## src/rtl/regfile_writeback_arbiter.sv

```systemverilog
// Register-file write-port arbiter: single-cycle ALU path vs. buffered long-latency results,
// with an anti-starvation override and a pending-destination scoreboard for issue stalls.
module regfile_writeback_arbiter #(
   parameter int REG_NUMBER         = 32,
   parameter int REG_WIDTH          = 32,
   parameter int REG_ADDR_WIDTH     = $clog2(REG_NUMBER),
   parameter int FIFO_DEPTH         = 4,
   parameter int MAX_STALL          = 3,
   parameter bit ZERO_REG_HARDWIRED = 1'b1
) (
   input  logic                      clk,
   input  logic                      rst,
   input  logic                      alu_wb_valid,
   input  logic [REG_ADDR_WIDTH-1:0] alu_wb_addr,
   input  logic [REG_WIDTH-1:0]      alu_wb_data,
   output logic                      alu_stall,
   input  logic                      lu_valid,
   output logic                      lu_ready,
   input  logic [REG_ADDR_WIDTH-1:0] lu_addr,
   input  logic [REG_WIDTH-1:0]      lu_data,
   input  logic                      issue_valid,
   input  logic [REG_ADDR_WIDTH-1:0] issue_addr,
   output logic [REG_NUMBER-1:0]     pending_mask,
   output logic                      write_enable,
   output logic [REG_ADDR_WIDTH-1:0] write_reg_addr,
   output logic [REG_WIDTH-1:0]      write_data
);

   localparam int PTR_W = (FIFO_DEPTH < 2) ? 1 : $clog2(FIFO_DEPTH);
   localparam int CNT_W = PTR_W + 1;
   localparam int STV_W = (MAX_STALL < 1) ? 1 : $clog2(MAX_STALL + 1);

   typedef struct packed {
      logic [REG_ADDR_WIDTH-1:0] addr;
      logic [REG_WIDTH-1:0]      data;
   } wb_req_t;

   wb_req_t             fifo_mem [FIFO_DEPTH];
   logic [PTR_W-1:0]    wr_ptr, rd_ptr;
   logic [CNT_W-1:0]    count;
   logic [STV_W-1:0]    starve_cnt;
   logic                empty, full, push, pop, force_pop, alu_win, win, drop;
   wb_req_t             head, sel;
   logic [REG_NUMBER-1:0] pending_nxt;

   assign empty     = (count == '0);
   assign full      = (count == CNT_W'(FIFO_DEPTH));
   assign lu_ready  = !full;
   assign head      = fifo_mem[rd_ptr];

   // Arbitration depends only on registered state plus alu_wb_valid; alu_stall is state-only.
   assign force_pop = (starve_cnt == STV_W'(MAX_STALL)) && !empty;
   assign alu_win   = !force_pop && alu_wb_valid;
   assign pop       = force_pop || (!alu_wb_valid && !empty);
   assign push      = lu_valid && lu_ready;
   assign alu_stall = force_pop;
   assign win       = pop || alu_win;

   always_comb begin
      sel.addr = alu_wb_addr;
      sel.data = alu_wb_data;
      if (pop) sel = head;
   end

   assign drop = ZERO_REG_HARDWIRED && (sel.addr == '0);

   always_comb begin
      pending_nxt = pending_mask;
      if (pop) pending_nxt[head.addr] = 1'b0;
      // Set after clear so a same-cycle reissue of the popped register stays pending.
      if (issue_valid && !(ZERO_REG_HARDWIRED && (issue_addr == '0)))
         pending_nxt[issue_addr] = 1'b1;
   end

   always_ff @(posedge clk) begin
      if (push) fifo_mem[wr_ptr] <= '{addr: lu_addr, data: lu_data};
   end

   always_ff @(posedge clk) begin
      if (rst) begin
         wr_ptr         <= '0;
         rd_ptr         <= '0;
         count          <= '0;
         starve_cnt     <= '0;
         pending_mask   <= '0;
         write_enable   <= 1'b0;
         write_reg_addr <= '0;
         write_data     <= '0;
      end else begin
         if (push) wr_ptr <= wr_ptr + PTR_W'(1);
         if (pop)  rd_ptr <= rd_ptr + PTR_W'(1);
         case ({push, pop})
            2'b10:   count <= count + CNT_W'(1);
            2'b01:   count <= count - CNT_W'(1);
            default: count <= count;
         endcase

         if (pop || empty)
            starve_cnt <= '0;
         else if (alu_win && (starve_cnt != STV_W'(MAX_STALL)))
            starve_cnt <= starve_cnt + STV_W'(1);

         pending_mask <= pending_nxt;

         write_enable <= win && !drop;
         if (win) begin
            write_reg_addr <= sel.addr;
            write_data     <= sel.data;
         end
      end
   end

endmodule

```

## config.mk

```make
export PLATFORM = sky130hd
export DESIGN_NAME = regfile_writeback_arbiter
export DESIGN_NICKNAME = d
export VERILOG_FILES = /design/src/rtl/regfile_writeback_arbiter.sv
export SDC_FILE = /design/constraint.sdc
export NUM_CORES = 1
export LEC_CHECK = 0
export CORE_ASPECT_RATIO = 1.1
export CORE_MARGIN = 5
export CORE_UTILIZATION = 48
export DETAILED_ROUTE_END_ITERATION = 8
export PLACE_DENSITY = 0.76
export SYNTH_ARGS = -nofsm -noshare
export SYNTH_HDL_FRONTEND = slang
export SYNTH_SLANG_ARGS = --single-unit
```

## constraint.sdc

```tcl
create_clock -name clk -period 2.7 [get_ports clk]
set_input_delay 0.675 -clock clk [delete_from_list [all_inputs] [get_ports clk]]
set_output_delay 0.675 -clock clk [all_outputs]
set_load 0.1 [all_outputs]
```

## Word level (Yosys, flattened, before mapping)

Memory sizes are Yosys's and may differ from the RTL's. A register that Yosys moved wholly into a read port is not among the register bits.
Index checks and enable logic that the tools add are counted.

| word-level totals | value |
|---|---|
| memories kept | 1 |
| output and inout port bits | 72 |
| input port bits | 84 |
| flip-flop bits (word level) | 79 |
| RAM bits | 148 |
| logic and storage cells | 61 |

| cells by class | value |
|---|---|
| reductions and logical operators | 23 |
| bitwise logic cells | 3 |
| equal/unequal tests | 5 |
| mux-type cells | 12 |
| $add $sub $neg | 5 |
| order comparisons | 4 |

Memories:

| memory | words | bits a word | rd ports | clocked after Yosys merged registers in | wr ports | line | RTL |
|---|---|---|---|---|---|---|---|
| fifo_mem | 4 | 37 | 1 | 1 | 1 | 38 | `wb_req_t fifo_mem [FIFO_DEPTH];` |

Operators with widths:

| operator | number |
|---|---|
| 32-bit 2-to-1 mux | 2 |
| 37-bit 2-to-1 mux | 1 |
| 32-bit bitwise AND | 1 |
| 32-bit NOT | 1 |
| 32-bit OR | 1 |
| 5-bit by 6-bit less-than comparator with 1-bit output (second input constant) | 2 |
| 1-bit demux with 5-bit select | 2 |
| 5-bit by 1-bit >= comparator with 1-bit output (second input constant) | 2 |
| 5-bit zero test | 2 |
| 1-bit logical AND | 9 |
| 2-bit by 1-bit adder with 2-bit output (second input constant) | 3 |
| 1-bit zero test | 6 |
| 3-bit one-hot mux with 2 select lines | 1 |
| 2-bit equality test (second input constant) | 2 |
| 1-bit 2-to-1 mux | 4 |
| 2-bit 2-to-1 mux | 2 |
| 3-bit by 1-bit adder with 3-bit output (second input constant) | 1 |
| 3-bit equality test (second input constant) | 1 |
| 3-bit zero test | 1 |
| 1-bit logical OR | 3 |
| 3-bit by 1-bit subtractor with 3-bit output (second input constant) | 1 |
| 2-bit by 1-bit equality test with 1-bit output (second input constant) | 1 |
| 2-bit inequality test (second input constant) | 1 |
| 2-bit nonzero test | 1 |
| 2-bit OR reduction | 1 |

## Depth between registers and ports, before layout

Gate-level depths: netlist of run 1.

| logic depth | value |
|---|---|
| depth in word-level cells | 9 |
| mapped depth | 10 |
| mapped depth without buffers | 10 |

## Least setup slack after synthesis of run 1

No wires, ideal clock.

| timing | value |
|---|---|
| kind | reg2reg |
| start | register count[0] |
| end | register count[2] |
| clock period less this slack | 2796 ps |
| required time | 2629 ps |
| path slack | -96 ps |
| arrival time | 2726 ps |
| library setup time | 71 ps |
| cell stages (with the launch flop) | 10 |
| buffers on the path | 0 |
| cells stage by stage | dfxtp_1 -> or3b_1 -> and2_1 -> inv_1 -> ha_1 -> inv_1 -> fa_1 -> xor2_1 -> or3_1 -> a21oi_1 |

| between the ends | value |
|---|---|
| elaborated cells between the ends (all ways) | 14 |
| classes of those cells | add/sub (2); eq/ne (3); mux (1); reduce/logical (8) |

RTL lines:

| element | line | RTL |
|---|---|---|
| start, declared | 40 | `logic [CNT_W-1:0] count;` |
| start signal, assigned | 93 | `2'b10: count <= count + CNT_W'(1);` |
| start signal, assigned | 94 | `2'b01: count <= count - CNT_W'(1);` |
| start signal, assigned | 95 | `default: count <= count;` |
| 3-bit equality test (*) | 47 | `assign full = (count == CNT_W'(FIFO_DEPTH));` |
| 1-bit zero test (*) | 48 | `assign lu_ready = !full;` |
| net lu_ready | 18 | `output logic lu_ready,` |
| 1-bit logical AND (*) | 55 | `assign push = lu_valid && lu_ready;` |
| 2-bit by 1-bit equality test with 1-bit output / 2-bit equality test (equally long branches) | 92 | `case ({push, pop})` |
| 3-bit one-hot mux with 2 select lines / 2-bit nonzero test (equally long branches) | n/a |  |

The timed path passes the listed nets; every way through them passes the cells marked *.
A chain may end at the register's enable or synchronous reset.

## Final worst setup path of run 1

| timing | value |
|---|---|
| start | register count[2] |
| end | register count[2] |

| between the ends | value |
|---|---|
| longest elaborated chain between the ends | 6 |
| elaborated cells between the ends (all ways) | 14 |
| classes of those cells | add/sub (2); eq/ne (3); mux (1); reduce/logical (8) |

Ends and longest elaborated chain:

| element | line | RTL |
|---|---|---|
| 3-bit zero test | 46 | `assign empty = (count == '0);` |
| 1-bit zero test | 52, 54 |  |
| 1-bit logical AND, on equally long branches | 52, 54 |  |
| 1-bit logical OR | 54 | `assign pop = force_pop \|\| (!alu_wb_valid && !empty);` |
| 2-bit by 1-bit equality test with 1-bit output / 2-bit equality test (equally long branches) | 92 |  |
| 3-bit one-hot mux with 2 select lines / 2-bit nonzero test (equally long branches) | n/a |  |

Parallel ways exist; a longest one is shown, timed or not.

==> impl_metrics.env, run 1 <==
export IMPL_hold_viol=0
export IMPL_hpwl_mm=15.4
export IMPL_final_nets=920
export IMPL_die_area_um2=22000
export IMPL_crit_required_ps=3130
export IMPL_status="complete, no violations"
export IMPL_gp_congestion=0.868
export IMPL_drive_gt1_share_pct=21.7
export IMPL_final_min_clock_period_ps=2530
export IMPL_yosysSeqAreaShare_pct=65.9
export IMPL_postPlaceCellArea_um2=10900
export IMPL_cts_tree="built"
export IMPL_portBuffers=155
export IMPL_post_route_period_util_pct=93.6
export IMPL_synth_net_count=756
export IMPL_place_inst=1051
export IMPL_syn_area_per_cell_um2=13.8
export IMPL_grt_overflow_total=0
export IMPL_vias_per_cell=5.77
export IMPL_fp_dieH_um=155
export IMPL_diodes=0
export IMPL_crit_type="register to register"
export IMPL_powerDensity_nw_per_um2=964
export IMPL_rsz0062_at_grt="false"
export IMPL_fp_coreArea_um2=19000
export IMPL_yosysWarnings=0
export IMPL_syn_inst=665
export IMPL_drt_pass1_iter_count=4
export IMPL_numCtsBuffers=23
export IMPL_post_cts_setup_buffers=0
export IMPL_cellLeakagePower_nw=4.08
export IMPL_synthTopCellsByCount="edfxtp_1 (148), dfxtp_1 (81), nor2_1 (79)"
export IMPL_start_kind="register"
export IMPL_grt_max_degree=61
export IMPL_ant_nets=0
export IMPL_async_flop_share_pct=0
export IMPL_postRouteWirelength_mm=22.2
export IMPL_synth_top_area_share_pct=48.3
export IMPL_synth_most_common_cell="edfxtp_1"
export IMPL_cts_resized=0
export IMPL_clkSinkCount=229
export IMPL_insertion_delay_ps=500
export IMPL_grt_use_total_pct=19.7
export IMPL_relSlewSlack_pct=62.0
export IMPL_die_w_um=142
export IMPL_finalSetupViolations=0
export IMPL_stdcell_count=1093
export IMPL_fin_util_pct=61.7
export IMPL_avgRoutedWirePerCell_um=20.3
export IMPL_clock_skew_ps=10.7
export IMPL_max_clock_freq_mhz=396
export IMPL_vdd_drop_max_uv=684
export IMPL_first_iter_violations=543
export IMPL_htree_num_levels=1
export IMPL_vias=6310
export IMPL_drv_cap=0
export IMPL_crit_path_end_kind="register"
export IMPL_fin_area_um2=11700
export IMPL_num_io_pins=156
export IMPL_postCtsHoldBufs=0
export IMPL_clkTransAtPathRegs_ps=60
export IMPL_synth_cell_types=41
export IMPL_drv_slew=0
export IMPL_critPathArrivalTime_ps=2950
export IMPL_clockBufferDepth=3
export IMPL_min_path_type="register to register"
export IMPL_start_util_pct=48.5
export IMPL_worst_slew_pin_slew_ps=571
export IMPL_ys_flop_type="edfxtp_1"
export IMPL_grt_pass1_wl_mm=34.6
export IMPL_netlist_top_cell_by_area="edfxtp_1"
export IMPL_fp_row_count=53
export IMPL_syn_area_um2=9210
export IMPL_synth_area_leaders="edfxtp_1 (48%), dfxtp_1 (18%), mux4_2 (9.1%), nor2_1 (3.2%), a2111oi_0 (2.9%)"
export IMPL_route_detailed_drc=0
export IMPL_antenna_found_initial=1
export IMPL_root_buffer="clkbuf_16"
export IMPL_synth_edf_count=148
export IMPL_crit_fanout=6
export IMPL_grt_pass1_vias=6431
export IMPL_ys_seq_elements=229
export IMPL_tns_ps=0
export IMPL_areaGrowthSynthToFinish_pct=27.1
## cells in the final DEF, fill, tap and decap left out, types with 3 or more instances in the layout
cell type        count
edfxtp_1           148
buf_4               92
clkdlybuf4s50_1     81
nor2_1              79
dfxtp_1             79
o21ai_0             39
mux4_2              37
nor2b_1             35
a211oi_1            32
and2_1              31
a2111oi_0           31
o21ai_1             24
clkbuf_16           24
nand2_1             16
inv_1                7
nand3_1              6
ha_1                 6
a311oi_1             5
buf_12               5
or3_1                4
or3b_2               4
and3_2               4
nand3b_1             4
clkbuf_1             4
clkinv_2             4
nor3_1               3
xor2_1               3
a21oi_1              3
clkbuf_8             3
clkinvlp_4           3
## state kept, by name, indices dropped and copies added (netlist names), named ones only
register and cells:
pending_mask 32, write_enable 1, fifo_mem 148, write_reg_addr 5, count 3, rd_ptr 2, starve_cnt 2, wr_ptr 2
write_data 32
## cell type report
type / count / area (um^2)
clock buffer: 31 / 657
sequential: 229 / 6070
inverter: 8 / 30.0
multi-input combinational: 387 / 2930
tap: 247 / 309
timing repair buffer: 180 / 1610
fill: 1396 / 7270
clock inverter: 11 / 91.3
## critical path, cell delays in order, from the launching register on
cell and delay, ps:
dfxtp_1 390, or3b_2 520, and2_1 200, inv_1 80, ha_1 190, inv_1 60, fa_1 380, xor2_1 170
or3_1 320, a21oi_1 160
## final timing paths
check	from	endpoint	slack [ps]	cells past startpoint
setup / recovery	count[2]	count[2]	170	9
hold / removal	starve_cnt[0]	starve_cnt[0]	460	1
hold reg to reg	starve_cnt[0]	starve_cnt[0]	460	1
setup reg to reg	count[2]	count[2]	170	9
## report_power, final
group / leakage (nW) / internal, mW / total, mW / switching [mW]
sequential: 2.02 / 4.16 / 4.38 / 0.220
clock: 0.363 / 1.81 / 3.11 / 1.30
combinational: 1.70 / 1.28 / 3.78 / 2.51
total: 4.08 / 7.25 / 11.3 / 4.02
## layer usage
layer	vias to the layer above	global-route usage (%)	share of wire, %
met5	-	0	0.081
met4	2	5.80	2.5
met3	45	3.72	8.1
met2	300	32.8	49
met1	3093	26.5	40
li1	2870	-	-
## through the flow
step / setup WS (ps) / hold WS, ps / power [mW]
3_5_place_dp: -14.9 / 454 / 8.23
6_report: 172 / 464 / 11.3
4_1_cts: 170 / 462 / 11.3
2_1_floorplan: 25.5 / 408 / 7.17
5_1_grt: 57.9 / 478 / 11.8
3_3_place_gp: 79.5 / 413 / 8.12
## cell families (layout without fill, tap and decap cells)
group | Yosys count | count (layout) | synth area share, %
XOR/XNOR | 5 | 5 | 0.476
buffers and inverters | 49 | 230 | 2.38
flip-flops | 229 | 229 | 65.9
adder cells (fa/ha/maj) | 7 | 7 | 1.03
AND/OR/NAND/NOR | 200 | 200 | 11.2
AO/OA/AOI/OAI | 137 | 137 | 9.87
multiplexers | 38 | 38 | 9.16
No activity file was read; power rests on OpenSTA's default activity.
==> inputs of run 2 (changes only) <==
--- a/config.mk
+++ b/config.mk
@@ -9,7 +9,7 @@
 export CORE_MARGIN = 5
 export CORE_UTILIZATION = 48
 export DETAILED_ROUTE_END_ITERATION = 8
-export PLACE_DENSITY = 0.76
+export PLACE_DENSITY = 0.88
 export SYNTH_ARGS = -nofsm -noshare
 export SYNTH_HDL_FRONTEND = slang
 export SYNTH_SLANG_ARGS = --single-unit
==> impl_metrics.env, run 2 (synthesis results as in run 1) <==
export IMPL_antenna_found_initial=1
export IMPL_postRouteWirelength_mm=22.0
export IMPL_r2r_cells=9
export IMPL_layout_common_cells="edfxtp_1 (148), buf_4 (87), clkdlybuf4s50_1 (81), nor2_1 (79), dfxtp_1 (79)"
export IMPL_combPwrFrac_pct=32.6
export IMPL_grt_use_met1_pct=26.0
export IMPL_grt_use_total_pct=19.6
export IMPL_worst_slew_pin_slew_ps=779
export IMPL_relSlewSlack_pct=48.1
export IMPL_clock_skew_ps=8.13
export IMPL_fp_coreArea_um2=19000
export IMPL_start_util_pct=48.5
export IMPL_vias=6173
export IMPL_cellLeakagePower_nw=4.10
export IMPL_num_io_pins=156
export IMPL_grtUsageMet3_pct=3.38
export IMPL_areaGrowthSynthToFinish_pct=27.6
export IMPL_register_area_um2=6070
export IMPL_drive_gt1_share_pct=21.1
export IMPL_reg_top3="fifo_mem (148), pending_mask (32), write_data (32)"
export IMPL_fp_dieH_um=155
export IMPL_cts_tree="built"
export IMPL_clkSinkCount=229
export IMPL_final_common_cell="edfxtp_1"
export IMPL_avgRoutedWirePerCell_um=20.2
export IMPL_grt_pass1_wl_mm=34.2
export IMPL_ant_nets=0
export IMPL_p_sw_mw=3.98
export IMPL_hp_start="starve_cnt[0]"
export IMPL_post_route_period_util_pct=96.9
export IMPL_grt_most_used_layer="met2"
export IMPL_tns_ps=0
export IMPL_crit_type="register to primary output"
export IMPL_final_min_clock_period_ps=2620
export IMPL_start_kind="register"
export IMPL_min_path_type="register to register"
export IMPL_cts_resized=0
export IMPL_seqPwrFrac_pct=37.6
export IMPL_numCtsBuffers=23
export IMPL_drv_cap=0
export IMPL_crit_fanout=9
export IMPL_largest_reg_flops=148
export IMPL_post_cts_setup_buffers=0
export IMPL_r2r_start="count[2]"
export IMPL_multiInputGateArea_um2=2930
export IMPL_die_area_um2=22000
export IMPL_clockPowerShare_pct=29.8
export IMPL_intPower_mw=7.63
export IMPL_critPathArrivalTime_ps=1940
export IMPL_root_buffer="clkbuf_16"
export IMPL_stdcell_count=1088
export IMPL_startpoint="count[2]"
export IMPL_largest_register="fifo_mem"
export IMPL_htree_num_levels=1
export IMPL_grt_pass1_vias=6353
export IMPL_rsz0062_at_grt="false"
export IMPL_gp_congestion=0.787
export IMPL_grt_max_degree=61
export IMPL_max_clock_freq_mhz=382
export IMPL_fp_row_count=53
export IMPL_first_iter_violations=453
export IMPL_clockBufferDepth=3
export IMPL_place_inst=1046
export IMPL_postCtsHoldBufs=0
export IMPL_finalSetupViolations=0
export IMPL_p_sw_share_pct=34.3
export IMPL_fin_util_pct=61.9
export IMPL_power_total_mw=11.6
export IMPL_powerDensity_nw_per_um2=988
export IMPL_route_detailed_drc=0
export IMPL_vdd_drop_max_uv=699
export IMPL_drv_slew=0
export IMPL_drt_pass1_iter_count=5
export IMPL_crit_required_ps=2030
export IMPL_worstHoldPathCells=1
export IMPL_hold_viol=0
export IMPL_final_nets=915
export IMPL_hpwl_mm=14.0
export IMPL_die_w_um=142
export IMPL_globalRouteMet2Util_pct=33.3
export IMPL_vias_per_cell=5.67
export IMPL_clkTransAtPathRegs_ps=60
export IMPL_status="complete, no violations"
export IMPL_fillCellCount=1364
export IMPL_grt_overflow_total=0
export IMPL_insertion_delay_ps=500
export IMPL_crit_path_end_kind="primary output"
export IMPL_portBuffers=155
[run 2: changes by cell type in the layout (fill, tap and decap cells not counted)]
cell,change
clkbuf_8,-1
bufinv_16,+5
buf_4,-5
clkinv_1,+1
clkinv_4,+1
inv_6,-1
clkinvlp_4,-3
clkbuf_16,-1
diode_2,+1
inv_4,-1
clkinv_2,-1
[run 2: final cells by class]
class,count,area share (%)
clock buffer,29,5.26
timing repair buffer,175,13.4
antenna,1,0.0213
tap,247,2.63
sequential,229,51.7
clock inverter,12,1.80
multi-input combinational,387,25.0
inverter,8,0.256
[run 2: worst max-delay path, cell delays in order, from the launching register on]
cell,delay [ps]
dfxtp_1,350
or3_1,440
nand2_1,300
inv_1,160
buf_12,200
[run 2: final timing paths]
check | to | slack, ps
worst max-delay path | alu_stall | 80
worst min-delay path | starve_cnt[0] | 430
worst max register to register | count[2] | 160
worst min register to register | starve_cnt[0] | 430
[run 2: power groups by stage]
stage / Clock, mW / Sequential [mW] / Combinational (mW)
after floorplan: 0 / 5.39 / 1.78
after global placement: 0 / 4.41 / 3.71
after detailed placement: 0 / 4.44 / 3.78
after CTS: 3.52 / 4.37 / 3.81
after global routing: 3.67 / 4.40 / 4.02
final: 3.46 / 4.36 / 3.78
[run 2: per-layer routing]
metal | wire [um] | vias to the layer above | part of all wire (%)
li1 | - | 2847 | -
met1 | 8750 | 3063 | 40
met2 | 11100 | 238 | 50
met3 | 1720 | 25 | 7.8
met4 | 451 | 0 | 2.1
met5 | 0 | - | 0
[run 2: metrics by stage]
stage / cell area [um^2] / hold slack [ps] / worst slack (ps)
3_3_place_gp: 10900 / 414 / 53.2
5_1_grt: 11700 / 439 / 3.21
2_1_floorplan: 9210 / 408 / 25.5
6_report: 11700 / 429 / 84.4
3_5_place_dp: 10900 / 424 / -5.02
4_1_cts: 11700 / 432 / 65.1
==> inputs of run 3 (changes only) <==
--- a/config.mk
+++ b/config.mk
@@ -7,9 +7,10 @@
 export LEC_CHECK = 0
 export CORE_ASPECT_RATIO = 1.1
 export CORE_MARGIN = 5
-export CORE_UTILIZATION = 48
+export CORE_UTILIZATION = 57
 export DETAILED_ROUTE_END_ITERATION = 8
-export PLACE_DENSITY = 0.88
+export DONT_BUFFER_PORTS = 1
+export PLACE_DENSITY = 0.87
 export SYNTH_ARGS = -nofsm -noshare
 export SYNTH_HDL_FRONTEND = slang
 export SYNTH_SLANG_ARGS = --single-unit
==> impl_metrics.env, run 3 (synthesis results as in run 1) <==
export IMPL_status="complete, no violations"
export IMPL_relSlewSlack_pct=34.3
export IMPL_route_detailed_drc=0
export IMPL_htree_num_levels=1
export IMPL_postRouteWirelength_mm=21.9
export IMPL_crit_path_end_kind="primary output"
export IMPL_clkTransAtPathRegs_ps=60
export IMPL_num_io_pins=156
export IMPL_grt_use_total_pct=22.6
export IMPL_drt_pass1_iter_count=5
export IMPL_clkSinkCount=229
export IMPL_clockBufferDepth=3
export IMPL_final_common_cell="edfxtp_1"
export IMPL_tns_ps=0
export IMPL_grt_pass1_wl_mm=33.7
export IMPL_portBuffers=0
export IMPL_antenna_found_initial=0
export IMPL_powerDensity_nw_per_um2=1030
export IMPL_drv_slew=0
export IMPL_fp_coreArea_um2=15800
export IMPL_post_route_period_util_pct=95.7
export IMPL_max_clock_freq_mhz=387
export IMPL_r2r_slack_ps=230
export IMPL_fp_row_count=48
export IMPL_hpwl_mm=14.3
export IMPL_holdPathEnd="write_data[11]"
export IMPL_start_kind="register"
export IMPL_crit_fanout=11
export IMPL_clock_skew_ps=9.98
export IMPL_layout_common_cells="edfxtp_1 (148), buf_4 (84), nor2_1 (79), dfxtp_1 (79), o21ai_0 (39)"
export IMPL_min_path_type="input port to register"
export IMPL_r2r_end="count[2]"
export IMPL_r2r_start="count[2]"
export IMPL_final_nets=824
export IMPL_hold_viol=0
export IMPL_postCtsHoldBufs=0
export IMPL_drv_cap=0
export IMPL_fp_dieH_um=143
export IMPL_drive_gt1_share_pct=22.4
export IMPL_r2r_cells=9
export IMPL_die_w_um=131
export IMPL_gp_congestion=0.893
export IMPL_largest_reg_flops=148
export IMPL_rsz0062_at_grt="false"
export IMPL_grt_overflow_total=0
export IMPL_insertion_delay_ps=510
export IMPL_worstHoldPathCells=1
export IMPL_avgRoutedWirePerCell_um=23.0
export IMPL_root_buffer="clkbuf_16"
export IMPL_first_iter_violations=571
export IMPL_cts_tree="built"
export IMPL_power_total_mw=11.0
export IMPL_finalSetupViolations=0
export IMPL_die_area_um2=18800
export IMPL_grt_pass1_vias=6141
export IMPL_final_min_clock_period_ps=2580
export IMPL_crit_required_ps=2030
export IMPL_start_util_pct=58.3
export IMPL_cts_resized=0
export IMPL_grt_max_degree=85
export IMPL_cellLeakagePower_nw=3.65
export IMPL_post_cts_setup_buffers=0
export IMPL_vias_per_cell=6.37
export IMPL_hp_start="rst"
export IMPL_vdd_drop_max_uv=720
export IMPL_critPathArrivalTime_ps=1910
export IMPL_vias=6057
export IMPL_reg_top3="fifo_mem (148), pending_mask (32), write_data (32)"
export IMPL_numCtsBuffers=23
export IMPL_crit_type="register to primary output"
export IMPL_worst_slew_pin_slew_ps=985
export IMPL_areaGrowthSynthToFinish_pct=15.5
export IMPL_largest_register="fifo_mem"
export IMPL_ant_nets=0
==> run 3: cell types whose count changed in the layout (fill, tap and decap cells not counted), moves of 2 or more <==
| cell | delta |
|---|---|
| buf_12 | -5 |
| buf_4 | -3 |
| buf_2 | -2 |
| bufinv_16 | -5 |
| clkinvlp_4 | +3 |
| clkdlybuf4s50_1 | -81 |
| clkbuf_1 | +2 |
==> run 3: how the worst max path moves through the flow <==
stage,start,to,slack (ps),depth (start not counted)
finish,count[2],alu_stall,120,5
global placement,count[2],count[2],330,9
CTS,count[2],alu_stall,50,5
detailed placement,count[2],count[2],250,9
floorplan,count[0],count[2],30,9
global route,count[2],alu_stall,40,5
==> run 3: final cells by class <==
class / instances / area (um^2)
clock inverters: 11 / 88.8
well taps: 200 / 250
inverters: 8 / 30.0
fillers: 1022 / 5170
repair buffers: 84 / 631
clock buffers: 31 / 626
multi-input cells: 387 / 2930
diodes: 1 / 2.50
flip-flops and latches: 229 / 6070
==> run 3: per-stage QoR <==
stage          setup slack, ps  cell area [um^2]  instances  util (%)  hold slack [ps]
2_1_floorplan             25.5              9210        665         -              408
3_3_place_gp               333              9910        908      62.7              411
3_5_place_dp               247              9910        908      62.7              434
4_1_cts                   45.1             10600        950      67.3              238
5_1_grt                   44.4             10600        950      67.3              225
6_report                   117             10600        951      67.3              242
==> run 3: report_power, final <==
group	switching (mW)	total, mW	internal [mW]
combinational	2.48	3.61	1.13
sequential	0.176	4.35	4.17
clock	1.27	2.99	1.73
==> run 3: layer usage <==
layer | global-route usage, % | up-vias | wire length [um]
li1 | - | 2671 | -
met1 | 27.0 | 2940 | 7910
met2 | 38.0 | 371 | 10900
met3 | 7.51 | 75 | 2380
met4 | 9.03 | 0 | 711
met5 | 0 | - | 0
==> run 3: worst max-delay path: stages (launching register included) <==
cell and delay [ps]:
dfxtp_1 350, or3_1 440, buf_4 210, nand2_2 120
inv_2 50, buf_4 240
